[config.mk]
export PLATFORM = sky130hd
export DESIGN_NAME = sw_debounce_multi
export DESIGN_NICKNAME = d
export VERILOG_FILES = /design/src/rtl/sw_debounce_multi.sv
export SDC_FILE = /design/constraint.sdc
export NUM_CORES = 1
export LEC_CHECK = 0
export CORE_MARGIN = 10
export CORE_UTILIZATION = 58
export CTS_CLUSTER_SIZE = 28
export DETAILED_ROUTE_END_ITERATION = 8
export GPL_TIMING_DRIVEN = 0
export PLACE_DENSITY = 0.91
export SYNTH_ARGS = -nofsm -noshare
export SYNTH_HDL_FRONTEND = slang
export SYNTH_SLANG_ARGS = --single-unit
[constraint.sdc]
create_clock -name clock -period 2.7 [get_ports clock]
set_input_delay 0.54 -clock clock [delete_from_list [all_inputs] [get_ports clock]]
set_output_delay 0.54 -clock clock [all_outputs]
set_load 0.005 [all_outputs]
[src/rtl/sw_debounce_multi.sv]
// Multi-channel switch debouncer: each channel has its own synchroniser, stability counter,
// debounced level, edge pulses and optional push-on/push-off toggle state.
module sw_debounce_multi #(
    parameter int                NUM_CH      = 9,
    parameter int                STABLE_CNT  = 15,
    parameter logic [NUM_CH-1:0] RESET_VAL   = '0,
    parameter logic [NUM_CH-1:0] TOGGLE_MASK = '0
) (
    input  logic              clock,
    input  logic              reset_n,
    input  logic [NUM_CH-1:0] in,
    input  logic              tgl_clr,
    output logic [NUM_CH-1:0] out,
    output logic [NUM_CH-1:0] level,
    output logic [NUM_CH-1:0] rise,
    output logic [NUM_CH-1:0] fall,
    output logic              any_change
);

    localparam int CNT_W = (STABLE_CNT > 1) ? $clog2(STABLE_CNT) : 1;
    localparam logic [CNT_W-1:0] CNT_MAX = CNT_W'(STABLE_CNT - 1);

    logic [NUM_CH-1:0] db;
    logic [NUM_CH-1:0] tgl;

    for (genvar i = 0; i < NUM_CH; i++) begin : g_ch
        logic             s1;
        logic             s2;
        logic             db_r;
        logic             rise_r;
        logic             fall_r;
        logic             tgl_r;
        logic [CNT_W-1:0] cnt;

        // Any sample matching the current level restarts qualification from zero.
        always_ff @(posedge clock or negedge reset_n) begin
            if (!reset_n) begin
                s1     <= RESET_VAL[i];
                s2     <= RESET_VAL[i];
                db_r   <= RESET_VAL[i];
                cnt    <= '0;
                rise_r <= 1'b0;
                fall_r <= 1'b0;
                tgl_r  <= 1'b0;
            end else begin
                s1     <= in[i];
                s2     <= s1;
                rise_r <= 1'b0;
                fall_r <= 1'b0;
                if (s2 == db_r) begin
                    cnt <= '0;
                end else if (cnt == CNT_MAX) begin
                    db_r   <= s2;
                    cnt    <= '0;
                    rise_r <= s2;
                    fall_r <= ~s2;
                    if (TOGGLE_MASK[i] && s2)
                        tgl_r <= ~tgl_r;
                end else begin
                    cnt <= cnt + CNT_W'(1);
                end
                if (tgl_clr)
                    tgl_r <= 1'b0;
            end
        end

        assign db[i]   = db_r;
        assign tgl[i]  = tgl_r;
        assign rise[i] = rise_r;
        assign fall[i] = fall_r;
    end

    assign level      = db;
    assign out        = (TOGGLE_MASK & tgl) | (~TOGGLE_MASK & db);
    assign any_change = |{rise, fall};

endmodule

==> summary.txt <==
Setup path
  • Largest stage delay on the critical path: 0.55 ns
  • Delay-heaviest family, CP: simple AND/OR/NAND/NOR gates
  • Critical path start-end classification: reg2out
  • Worst Path Max Fanout: 2
  • Type of origin of the critical path: register
  • Worst reg-to-reg setup slack: 1.42 ns
  • Critical-path top delay cell: or4_1
  • Ordered list of cells on the worst path: or4_1, or4_1, dlygate4sd2_1
  • Crit-path most repeated cell: or4_1
  • Buffer and inverter count on the worst path: 1
  • Critical path capture point type: output pin
  • Crit path DAT: 2.04 ns
  • Worst EP required: 2.16 ns

Logic synthesis
  • Cell taking the most area after synthesis: dfrtp_1
  • Post-synthesis cell area: 3340 um2
  • Mean area per synthesized cell: 12.3 um2
  • Netlist cell types: 18
  • Synth Register Bits: 81
  • Gate Count Post-Synth: 271
  • Synthesis warning total: 0
  • Post-synth net total: 297
  • Area contributors post-synth: dfrtp_1 61%, buf_4 8.1%, ha_1 5.2%
  • Sequential-to-total area share from yosys stat: 0.607
  • Fraction of synthesized cell area taken by the top area cell type: 0.607

Cells and area
  • Fillcell total: 395
  • Layout cells sized above 1: 0.180
  • Commonest non-fill, non-tap cells in the layout: 81 x dfrtp_1, 45 x clkdlybuf4s50_1, 37 x buf_4
  • Number of nets in the finished design: 356
  • Layout overhead on the synthesized area: 23.0%
  • Util after Layout: 0.741
  • Antenna cells: 0
  • Area of the multi-input gates: 1020 um2
  • Commonest non-fill, non-tap cell in the layout: dfrtp_1
  • Final std cells w/o fill: 406
  • Footprint of the flip-flops and latches: 2030 um2

Clocking
  • Num CTS Buffers: 9
  • Clock tree root buffer cell: clkbuf_8
  • CTS H-tree lvls: 3
  • Max Root-Sink Buffers: 2
  • Postcts setup bufs: 0
  • TritonCTS clock tree: yes
  • Clock-pin slew on the worst setup and hold paths: 0.08 ns
  • Hold bufs inserted after CTS: 0
  • Clock network latency to the later pin of the worst-skew pair: 0.34 ns
  • Number of clock sinks seen by CTS: 81

Route
  • Vias after detailed routing: 2008
  • Initial drt markers: 53
  • DRC violations left: 0
  • Routed len/inst: 14.0 um
  • Total wirelength of the detailed-routed design: 5700 um
  • Drt via density: 4.95
  • Count of nets left with antenna violations after detail routing: 0
  • Detailed-router iteration count before antenna repair: 4

Global route
  • Vias in the first global route: 2122
  • Global-route wire length before repair: 9580 um
  • Global-route usage over all layers: 0.132
  • Maximum number of pins on one net before global-route repair: 48
  • Antenna violations before repair: 0
  • Overflow left after global routing: 0

Floorplanning
  • Die Y: 95.9 um
  • Die outline area: 9190 um2
  • Initial standard-cell utilization of the core: 0.603
  • Ports placed on the boundary: 49
  • Core Rows: 27
  • Core Box Area: 5540 um2
  • Horiz. Die Dim: 95.9 um

STA
  • Relative max-transition margin: 0.692
  • Final Skew: 0.0120 ns
  • Clock period minus final worst setup slack: 2.58 ns
  • Final number of setup-violating endpoints: 0
  • Final Cycle Share: 0.955
  • Setup repair after global routing missed its margin: false
  • Highest clock rate: 0.388 GHz
  • Transition time at the pin with the least slew margin: 0.462 ns
  • Final hold violation count: 0
  • Number of pins exceeding their max-slew limit in the final report: 0

Placement
  • Count of placed standard cells including taps: 391
  • Final Wtd Congestion: 0.682
  • Count of input and output buffers: 47
  • Half-perimeter wire length after detailed placement: 4240 um

Power
  • Worst voltage drop across the vdd grid: 0.000400 V
  • Leakage component of the power: 1.97 nW
  • Power density over the cells: 543 nW/um2

Worst hold path
  • Worst hold path class: in2async

Job
  • Max-Cap Viols: 0

Outcome
  • Status: finished clean
synthesized netlist by cell type:
library cell and count:
inv_1 7, dfrtp_1 81, nor3b_1 20, ha_1 14, nand2b_1 2, a21oi_1 6
mux2_2 9, xor2_1 14, o21ai_0 2, nor4_1 3, nand3b_1 4, nand2_1 15
nand4b_1 4, xnor2_1 9, or4_1 2, nor2_1 28, nand3_1 15, buf_4 36
area by class of cell:
class                      count  share of cell area
clock inverter                 3              0.0104
tap                           72              0.0219
buffer                        36              0.0658
multi-input combinational    147               0.249
timing repair buffer          48               0.120
clock buffer                  12              0.0329
sequential                    81               0.493
inverter                       7             0.00640
cell families (layout without fill, tap and decap cells):
logic type	count (synthesis)	in the layout	share of synthesized area
AND/OR/NAND/NOR	93	93	0.149
flip-flops	81	81	0.607
buffers and inverters	43	106	0.0888
XOR/XNOR	23	23	0.0603
adder cells (fa/ha/maj)	14	14	0.0525
multiplexers	9	9	0.0303
AO/OA/AOI/OAI	8	8	0.0120
repair_timing:
action                                  in CTS  in global routing
gates resized for setup                      2                  0
endpoints found under the setup margin       1                  0
endpoints found under the hold margin        0                  0
final timing paths:
path / from / to / depth (start not counted)
worst max-delay path: g_ch[1].fall_r / any_change / 3
worst min-delay path: reset_n / g_ch[6].cnt[2] / 1
max in group asynchronous: reset_n / g_ch[1].cnt[2] / 2
worst min register to register: g_ch[0].s1 / g_ch[0].s2 / 0
worst max register to register: g_ch[4].cnt[0] / g_ch[4].db_r / 4
min in group clock: g_ch[0].s1 / g_ch[0].s2 / 0
metrics by stage:
step | hold slack (ns) | instance area, um2 | total power, mW | TNS, ns | setup WS, ns
3_5_place_dp | 0.335 | 3930 | 1.44 | 0 | 0.256
5_1_grt | 0.170 | 4110 | 2.32 | 0 | 0.0845
4_1_cts | 0.160 | 4110 | 2.25 | 0 | 0.102
3_3_place_gp | 0.333 | 3900 | 1.42 | -125.12 | -1.55
2_1_floorplan | 0.244 | 3340 | 1.37 | 0 | 0.835
6_report | 0.155 | 4110 | 2.23 | 0 | 0.123
where the power goes:
part	internal, mW	switching, mW	total (mW)
registers	1.26	0.0432	1.30
clock network	0.422	0.394	0.817
logic	0.0547	0.0600	0.115
total	1.73	0.498	2.23
layer usage:
metal | routed length (um) | GRT usage | up-vias
met5 | 0 | 0 | -
met4 | 95 | 0.0553 | 0
met3 | 321 | 0.0358 | 14
met2 | 2900 | 0.227 | 43
met1 | 2380 | 0.152 | 971
li1 | - | - | 980
sequential cells by signal (all words and copies together) (netlist names):
name and flops:
g_ch.rise_r 9, g_ch.cnt 36, g_ch.fall_r 9, g_ch.s1 9
g_ch.db_r 9, g_ch.s2 9
Note: power is estimated with default switching activity, not from simulation.
